## src/rtl/alu_issue_seq_pkg.sv

```systemverilog
// Shared types for the ALU issue sequencer: ALU op codes, decode fields, FSM states.
package alu_issue_seq_pkg;

    typedef enum logic [3:0] {
        ALU_ADD = 4'b0000,
        ALU_SUB = 4'b0001,
        ALU_AND = 4'b0010,
        ALU_OR  = 4'b0011,
        ALU_XOR = 4'b0100
    } alu_op_t;

    typedef enum logic [1:0] {SRC2_RT, SRC2_IMM, SRC2_ZERO} src2_t;
    typedef enum logic       {EXT_SIGN, EXT_ZERO} ext_t;
    typedef enum logic [1:0] {KIND_ARITH, KIND_SLT, KIND_BRANCH} kind_t;
    typedef enum logic [1:0] {BR_EQ, BR_NE, BR_LEZ, BR_GTZ} br_cond_t;
    typedef enum logic [1:0] {ST_IDLE, ST_EXEC, ST_RESP} state_t;

    typedef struct packed {
        alu_op_t  alu_op;
        src2_t    src2;
        ext_t     ext;
        kind_t    kind;
        br_cond_t br;
        logic     illegal;
    } dec_t;

    localparam logic [5:0] OP_RTYPE = 6'b000000;
    localparam logic [5:0] OP_BEQ   = 6'b000100;
    localparam logic [5:0] OP_BNE   = 6'b000101;
    localparam logic [5:0] OP_BLEZ  = 6'b000110;
    localparam logic [5:0] OP_BGTZ  = 6'b000111;
    localparam logic [5:0] OP_ADDI  = 6'b001000;
    localparam logic [5:0] OP_SLTI  = 6'b001010;
    localparam logic [5:0] OP_ANDI  = 6'b001100;
    localparam logic [5:0] OP_ORI   = 6'b001101;
    localparam logic [5:0] OP_XORI  = 6'b001110;
    localparam logic [5:0] OP_LW    = 6'b100011;
    localparam logic [5:0] OP_SW    = 6'b101011;

    localparam logic [5:0] FN_ADD = 6'b100000;
    localparam logic [5:0] FN_SUB = 6'b100010;
    localparam logic [5:0] FN_AND = 6'b100100;
    localparam logic [5:0] FN_OR  = 6'b100101;
    localparam logic [5:0] FN_XOR = 6'b100110;
    localparam logic [5:0] FN_SLT = 6'b101010;

    function automatic logic [31:0] ext_imm(input logic [15:0] imm, input ext_t ext);
        return (ext == EXT_SIGN) ? {{16{imm[15]}}, imm} : {16'h0000, imm};
    endfunction

endpackage

```

## src/rtl/alu_issue_seq_decode.sv

```systemverilog
// Combinational opcode/funct decode into ALU op, operand-2 source, extension, kind, branch cond.
// Zero latency; no flow control of its own.
module alu_issue_seq_decode
    import alu_issue_seq_pkg::*;
(
    input  logic [5:0] opcode,
    input  logic [5:0] funct,
    output dec_t       dec
);

    always_comb begin
        dec.alu_op  = ALU_ADD;
        dec.src2    = SRC2_RT;
        dec.ext     = EXT_SIGN;
        dec.kind    = KIND_ARITH;
        dec.br      = BR_EQ;
        dec.illegal = 1'b0;
        case (opcode)
            OP_RTYPE: begin
                case (funct)
                    FN_ADD:  dec.alu_op = ALU_ADD;
                    FN_SUB:  dec.alu_op = ALU_SUB;
                    FN_AND:  dec.alu_op = ALU_AND;
                    FN_OR:   dec.alu_op = ALU_OR;
                    FN_XOR:  dec.alu_op = ALU_XOR;
                    FN_SLT: begin
                        dec.alu_op = ALU_SUB;
                        dec.kind   = KIND_SLT;
                    end
                    default: dec.illegal = 1'b1;
                endcase
            end
            OP_ADDI, OP_LW, OP_SW: begin
                dec.alu_op = ALU_ADD;
                dec.src2   = SRC2_IMM;
            end
            OP_SLTI: begin
                dec.alu_op = ALU_SUB;
                dec.src2   = SRC2_IMM;
                dec.kind   = KIND_SLT;
            end
            OP_ANDI, OP_ORI, OP_XORI: begin
                dec.src2 = SRC2_IMM;
                dec.ext  = EXT_ZERO;
                dec.alu_op = (opcode == OP_ANDI) ? ALU_AND :
                             (opcode == OP_ORI)  ? ALU_OR  : ALU_XOR;
            end
            OP_BEQ, OP_BNE, OP_BLEZ, OP_BGTZ: begin
                dec.alu_op = ALU_SUB;
                dec.kind   = KIND_BRANCH;
                dec.src2   = (opcode == OP_BEQ || opcode == OP_BNE) ? SRC2_RT : SRC2_ZERO;
                dec.br     = (opcode == OP_BEQ) ? BR_EQ :
                             (opcode == OP_BNE) ? BR_NE :
                             (opcode == OP_BLEZ) ? BR_LEZ : BR_GTZ;
            end
            default: dec.illegal = 1'b1;
        endcase
    end

endmodule

```

## src/rtl/alu_issue_seq.sv

```systemverilog
// Issue/retire sequencer in front of a 32-bit ALU: one instruction in, one response out.
// Response 2 cycles after accept (illegal: 1); req_ready low in EXEC/RESP, RESP held until rsp_ready.
module alu_issue_seq
    import alu_issue_seq_pkg::*;
#(
    parameter logic [31:0] ILLEGAL_RESULT = 32'h0000_0000
) (
    input  logic        clk,
    input  logic        rst_n,
    input  logic        req_valid,
    output logic        req_ready,
    input  logic [5:0]  req_opcode,
    input  logic [5:0]  req_funct,
    input  logic [31:0] req_rs_val,
    input  logic [31:0] req_rt_val,
    input  logic [15:0] req_imm,
    output logic [31:0] alu_data1,
    output logic [31:0] alu_data2,
    output logic [3:0]  alu_op,
    input  logic [31:0] alu_result,
    input  logic        alu_zero,
    input  logic        alu_lt,
    input  logic        alu_gt,
    output logic        rsp_valid,
    input  logic        rsp_ready,
    output logic [31:0] rsp_result,
    output logic        rsp_taken,
    output logic        rsp_illegal
);

    state_t   state, state_nxt;
    logic     started;
    dec_t     dec;
    kind_t    kind_q;
    br_cond_t br_q;
    logic     accept;
    logic     br_hit;
    logic [31:0] src2_val;

    alu_issue_seq_decode u_decode (
        .opcode (req_opcode),
        .funct  (req_funct),
        .dec    (dec)
    );

    // started holds req_ready low until the first edge after reset release
    assign req_ready = started && (state == ST_IDLE);
    assign accept    = req_valid && req_ready;
    assign rsp_valid = (state == ST_RESP);

    always_comb begin
        state_nxt = state;
        case (state)
            ST_IDLE: if (accept) state_nxt = dec.illegal ? ST_RESP : ST_EXEC;
            ST_EXEC: state_nxt = ST_RESP;
            ST_RESP: if (rsp_ready) state_nxt = ST_IDLE;
            default: state_nxt = ST_IDLE;
        endcase
    end

    always_ff @(posedge clk or negedge rst_n) begin
        if (!rst_n) begin
            state   <= ST_IDLE;
            started <= 1'b0;
        end else begin
            state   <= state_nxt;
            started <= 1'b1;
        end
    end

    always_comb begin
        case (dec.src2)
            SRC2_IMM:  src2_val = ext_imm(req_imm, dec.ext);
            SRC2_ZERO: src2_val = 32'h0000_0000;
            default:   src2_val = req_rt_val;
        endcase
    end

    // lt/gt are stale on equal operands, so every condition gates them with !zero
    always_comb begin
        case (br_q)
            BR_EQ:   br_hit = alu_zero;
            BR_NE:   br_hit = !alu_zero;
            BR_LEZ:  br_hit = alu_zero || alu_lt;
            default: br_hit = !alu_zero && alu_gt;
        endcase
    end

    always_ff @(posedge clk or negedge rst_n) begin
        if (!rst_n) begin
            alu_data1   <= '0;
            alu_data2   <= '0;
            alu_op      <= ALU_ADD;
            kind_q      <= KIND_ARITH;
            br_q        <= BR_EQ;
            rsp_result  <= '0;
            rsp_taken   <= 1'b0;
            rsp_illegal <= 1'b0;
        end else if (accept) begin
            rsp_taken   <= 1'b0;
            rsp_illegal <= dec.illegal;
            if (dec.illegal) begin
                rsp_result <= ILLEGAL_RESULT;
            end else begin
                alu_data1 <= req_rs_val;
                alu_data2 <= src2_val;
                alu_op    <= dec.alu_op;
                kind_q    <= dec.kind;
                br_q      <= dec.br;
            end
        end else if (state == ST_EXEC) begin
            rsp_result <= (kind_q == KIND_SLT) ? {31'b0, !alu_zero && alu_lt} : alu_result;
            rsp_taken  <= (kind_q == KIND_BRANCH) && br_hit;
        end
    end

endmodule

```

## config.mk

```make
export PLATFORM = sky130hd
export DESIGN_NAME = alu_issue_seq
export DESIGN_NICKNAME = d
export VERILOG_FILES = /design/src/rtl/alu_issue_seq_pkg.sv /design/src/rtl/alu_issue_seq_decode.sv /design/src/rtl/alu_issue_seq.sv
export SDC_FILE = /design/constraint.sdc
export NUM_CORES = 1
export LEC_CHECK = 0
export ABC_AREA = 1
export CAP_MARGIN = 20
export CORE_MARGIN = 8
export CORE_UTILIZATION = 30
export DETAILED_ROUTE_END_ITERATION = 12
export DONT_BUFFER_PORTS = 1
export PLACE_DENSITY = 0.49
export SKIP_LAST_GASP = 1
export SLEW_MARGIN = 20
export SYNTH_ARGS = -nofsm -noshare
export SYNTH_HDL_FRONTEND = slang
export SYNTH_SLANG_ARGS = --single-unit
```

## constraint.sdc

```tcl
create_clock -name clk -period 3.28 [get_ports clk]
set_input_delay 0.328 -clock clk [delete_from_list [all_inputs] [get_ports clk]]
set_output_delay 0.328 -clock clk [all_outputs]
set_load 0.02 [all_outputs]
```

Word level (Yosys, flattened, before mapping) --
Index checks and enable logic that the tools add are counted. Widths: inputs -> output; s select.
Operators by class: muxes and demuxes 28, equality and inequality tests 28, bitwise gates (word level) 1, reductions and logical operators 22
Operators by type and width (count):
- $mux 32 | 5
- $pmux 32 s2 | 1
- $eq 6x6->1 const B | 8
- $eq 6x4->1 const B | 5
- $eq 6x3->1 const B | 4
- $mux 2 | 7
- $pmux 2 s3 | 2
- $pmux 3 s4 | 1
- $pmux 4 s3 | 1
- $reduce_or 11->1 | 1
- $eq 2x1->1 const B | 4
- $eq 2x2->1 const B | 4
- $reduce_or 7->1 | 1
- $logic_not 6->1 | 1
- $mux 1 | 6
- $reduce_and 2->1 | 3
- $reduce_or 6->1 | 1
- $logic_and 1x1->1 | 5
- $reduce_or 5->1 | 1
- $logic_not 2->1 | 2
- $mux 4 | 1
- $ne 2x2->1 const B | 2
- $pmux 2 s2 | 1
- $reduce_or 4->1 | 1
- other kinds (10) | 11
Storage, ports and cells: output and inout bits 104, word-level logic and storage cells 89, register bits 109, input bits 131

Logic depth before layout (Yosys ltp) --
word-level depth 7, gate-level depth with buffers 14, mapped depth without buffers 12

Cells and area by module --
From an unflattened synthesis, not the netlist that was laid out.
Second synthesis, totals: cells, all modules 766, area, all modules 5418.9 um^2
By module, submodules not included:
- alu_issue_seq | seq. area each 2727.6 um^2, area an instance 5078.6 um^2, cells an instance 701, times used 1
- alu_issue_seq_decode | seq. area each 0.0 um^2, area an instance 340.3 um^2, cells an instance 65, times used 1

Least setup slack after synthesis --
No wires, ideal clock.
path type input port to flip-flop, start in req_opcode[4], end reg alu_data2[22], data arrival time 2043 ps, setup slack 1114 ps, stages on the path 12, data required time 3157 ps, buffers on the path 2, setup time 123 ps, path through nor2_4 > nand2_1 > nor2_1 > inv_1 > ha_1 > clkbuf_1 > clkinv_1 > nand4_1 > clkbuf_1 > nand2_1 > nand2_1 > nand2_1
Between the ends: cells in the longest elaborated chain, start to end 6, elaborated cells between the ends (all ways) 27, classes of those cells 13 x eq/ne; 6 x mux; 1 x bitwise; 7 x reduce/logical
Ends and longest elaborated chain:
- from (decl) | RTL line alu_issue_seq.sv:12 | input logic [5:0] req_opcode,
- $eq 6x3->1 | RTL line alu_issue_seq_decode.sv:18, alu_issue_seq_decode.sv:51
- $logic_or 1x1->1 | RTL line alu_issue_seq_decode.sv:51 | dec.src2 = (opcode == OP_BEQ || opcode == OP_BNE) ? SRC2_RT : SRC2_ZERO;
- $mux 2 | RTL line alu_issue_seq_decode.sv:51
- $pmux 2 s2 | RTL line alu_issue_seq_decode.sv:18 | case (opcode)
- $eq 2x2->1 or $eq 2x1->1 (tied branches) | RTL line alu_issue_seq.sv:72 | case (dec.src2)
- $pmux 32 s2 | RTL line alu_issue_seq.sv:72
- to (signal assigned) | RTL line alu_issue_seq.sv:106 | alu_data2 <= src2_val;
- to (decl) | RTL line alu_issue_seq.sv:18 | output logic [31:0] alu_data2,
Parallel ways exist; a longest one is shown, timed or not. A chain may end at the register's enable or synchronous reset.

Worst setup path in the final report --
start reg state[1], end reg br_q[1]
Between the ends: cells in the longest elaborated chain, start to end 4
Ends and longest elaborated chain:
- from (decl) | RTL line alu_issue_seq.sv:31 | state_t state, state_nxt;
- from (signal assigned) | RTL line alu_issue_seq.sv:66 | state <= state_nxt;
- $logic_not 2->1 | RTL line alu_issue_seq.sv:47 | assign req_ready = started && (state == ST_IDLE);
- $logic_and 1x1->1 | RTL line alu_issue_seq.sv:47
- $logic_and 1x1->1 | RTL line alu_issue_seq.sv:48 | assign accept = req_valid && req_ready;
- $reduce_and 2->1 (no line)
- to (signal assigned) | RTL line alu_issue_seq.sv:109 | br_q <= dec.br;
- to (decl) | RTL line alu_issue_seq.sv:35 | br_cond_t br_q;
No other way between the ends.

==> PnR_summary.wiki <==
{| class="wikitable"
! Metric !! Value
|-
| Status || finished, final reports clean
|-
| Initial antenna violation count || 1
|-
| Die span in y || 149 um
|-
| Grt ovf || 0
|-
| Final wirelength || 16.0 mm
|-
| Routed via count divided by cell count || 4.87
|-
| Share of final-layout standard cells stronger than drive strength 1 || 5.26%
|-
| Number of nets in the layout || 811
|-
| Post-CTS clock slew at the launch and capture registers of the worst setup and hold paths || 80 ps
|-
| Std-Cell Core Area || 17300 um^2
|-
| Post-route minimum period || 2440 ps
|-
| Classification of the worst setup path || flop to flop
|-
| Total routing resource utilization after global routing || 14.2%
|-
| Final hold violations || 0
|-
| Crit end category || flop
|-
| Detailed placer's ending HPWL || 11.5 mm
|-
| VDD IR-drop max || 0.277 mV
|-
| Headroom to the max-slew limit || 36.9%
|-
| Number of buffer and inverter instances along the worst setup path || 1
|-
| Synthesized area || 5290 um^2
|-
| Fin. max-slew vios || 0
|-
| Post-layout utilization of the core || 33.1%
|-
| Leakage || 3.20 nW
|-
| First-pass GRT wire length || 25.1 mm
|-
| Summed negative setup slack over all endpoints || 0 ps
|-
| Highest-delay cell along the critical path || nor2_4
|-
| Hold Path Stages || 2
|-
| Total I/O pin count || 235
|-
| TritonCTS Buffers || 9
|-
| Die ar. || 22100 um^2
|-
| Clock tree from TritonCTS || yes
|-
| Worst Hold Class || primary input to flop
|-
| CP Launch Type || flop
|-
| Number of placed cells counting well taps || 891
|-
| CTS root buf || clkbuf_16
|-
| Clock sinks || 108
|-
| Worst clock skew || 8.47 ps
|-
| Pwr Density || 766 nW/um^2
|-
| Achievable Freq || 410 MHz
|-
| Cells after Synth || 705
|-
| Avg Inst Size Synth || 7.50 um^2
|-
| Layout-stage area growth over the synthesis result || 8.23%
|-
| Flip-flop and latch count after synthesis || 108
|-
| Number of vias in the routed layout || 4427
|-
| Met2 track utilization from global routing || 21.5%
|-
| Met1 track utilization from global routing || 17.4%
|-
| Number of filler instances in the final layout || 1865
|-
| Number of setup violations in the final report || 0
|-
| Total number of placement rows || 48
|-
| Die extent in x || 149 um
|-
| CP arrival || 2710 ps
|-
| M3 GR Usage || 6.83%
|-
| Wire length per cell || 17.6 um
|-
| Starting Density || 30.6%
|-
| Slew of the pin with the lowest slew margin || 945 ps
|-
| Buffers added on ports || 0
|-
| Largest net degree at the start of global routing || 109
|-
| Ordered cell list for the critical path || nor3_1 -> nand2_4 -> nor2_4 -> buf_4 -> nand2_1 -> o21ai_0
|-
| Number of buffers between clock root and the deepest sink || 2
|-
| Remaining antenna violation count after routing || 0
|-
| Post-CTS Repair Setup Buffers || 0
|-
| Vias in the first global route || 4503
|-
| Skew-Pair Late Insertion Delay || 350 ps
|-
| Max-cap check violation count || 0
|-
| Part of the cycle the worst path needs || 74.4%
|-
| Clock H-tree levels || 3
|-
| Count of cells resized by post-cts repair || 0
|-
| CP required || 3550 ps
|-
| Critical Path Max Stage Delay || 510 ps
|-
| Placer's final routability congestion estimate || 0.823
|-
| Number of warning messages in the yosys log || 0
|-
| Number of hold buffers added after CTS || 2
|-
| Setup repair after global routing missed its margin || no
|-
| Post-Synthesis Net Count || 837
|-
| Number of search-and-repair iterations in the first detailed-routing pass || 4
|-
| DR iter-0 viols || 178
|-
| Gr busiest metal || met2
|-
| Fin cells || 909
|-
| # DRC || 0
|-
| Fraction of the yosys area taken by sequential cells || 51.1%
|-
| Count of cell instances traversed by the critical path || 6
|-
| Post-route worst hold slack || 92.5 ps
|-
| Largest fanout on the critical path || 50
|-
| Number of distinct library cell variants in the gate-level netlist after synthesis || 23
|-
| Final antenna diode count || 0
|-
| Register-to-Register Path Depth || 6
|-
| Family with the most delay on the worst path || simple AND/OR/NAND/NOR gates
|}
==> cell usage after synthesis (all sizes together) <==
master / number / area, um^2
inv: 58 / 218
nand4: 4 / 25.0
nor2: 24 / 108
o21ai: 74 / 370
clkbuf: 28 / 105
o211ai: 2 / 15.0
nand3: 93 / 465
buf: 19 / 149
nor3: 1 / 5.00
ha: 1 / 12.5
conb: 2 / 7.51
dfrtp: 108 / 2700
nand2: 289 / 1100
clkinv: 2 / 7.51
==> worst register-to-register path, cell delays in order, from the launching register on <==
cell and delay (ps):
dfrtp_1 400, nor3_1 490, nand2_4 460, nor2_4 530, buf_4 310, nand2_1 100, o21ai_0 80
==> where the power goes <==
part / leakage (nW) / switching [mW] / internal (mW)
Clock: 0.141 / 0.523 / 0.544
Combinational: 1.67 / 0.463 / 0.244
Sequential: 1.40 / 0.862 / 1.75
Total: 3.20 / 1.85 / 2.54
==> state kept, by name, indices dropped and copies added, names as in the netlist <==
register	count
rsp_illegal	1
state	2
alu_op	3
rsp_result	32
kind_q	2
alu_data2	32
rsp_taken	1
br_q	2
alu_data1	32
started	1
==> kinds of logic (layout without fill, tap and decap cells) <==
kind of cell / count (synthesis) / after routing / share of synthesized area [%]
and+or+nand+nor: 411 / 411 / 32.2
DFF: 108 / 108 / 51.1
buffers and inverters: 107 / 86 / 9.06
AOI/OAI and AO/OA: 76 / 76 / 7.28
other: 2 / 2 / 0.142
adders and majority gates: 1 / 1 / 0.236
==> layout by cell type (no fill, tap or decap) <==
| cell | count |
|---|---|
| nand2_4 | 2 |
| clkinv_2 | 2 |
| nand2_1 | 284 |
| clkinv_1 | 2 |
| nand2_2 | 3 |
| inv_2 | 1 |
| nor3_1 | 1 |
| dfrtp_1 | 108 |
| conb_1 | 2 |
| clkinvlp_4 | 1 |
| clkbuf_8 | 1 |
| inv_1 | 57 |
| buf_4 | 7 |
| o21ai_1 | 5 |
| nor2_1 | 19 |
| inv_6 | 1 |
| o211ai_1 | 2 |
| clkbuf_16 | 9 |
| nand3_1 | 93 |
| dlygate4sd3_1 | 1 |
| clkinv_4 | 1 |
| inv_8 | 1 |
| nand4_1 | 4 |
| o21ai_0 | 69 |
| ha_1 | 1 |
| nor2_2 | 3 |
| buf_12 | 1 |
| nor2_4 | 2 |
| buf_16 | 1 |
==> area by class of cell <==
cell class	count	area, um^2	area share (%)
inverters	60	225	3.93
multi-input cells	490	2120	37.0
clock inverters	6	46.3	0.809
flip-flops and latches	108	2700	47.2
repair buffers	10	110	1.92
clock buffers	10	239	4.17
well taps	225	282	4.92
==> per-layer routing <==
metal,part of all wire [%],up-vias
met4,1.4,2
met1,40,2079
met5,0.056,-
met2,45,184
met3,14,16
li1,-,2146
==> worst paths after layout <==
kind / slack, ps / startpoint / end
max: 840 / state[1] / br_q[1]
min: 90 / req_rs_val[5] / alu_data1[5]
max reg2reg: 840 / state[1] / br_q[1]
min reg2reg: 540 / kind_q[1] / kind_q[1]
max in group asynchronous: 2230 / rst_n / alu_data2[9]
min in group asynchronous: 550 / rst_n / rsp_result[19]
==> stage by stage <==
step	setup WS (ps)	power [mW]	area, um^2
final	841	4.39	5730
after global routing	535	4.69	5730
after CTS	757	4.47	5730
after detailed placement	762	3.34	5400
after global placement	796	3.31	5400
after floorplan	1110	3.06	5290
Note: power is estimated with default switching activity, not from simulation.
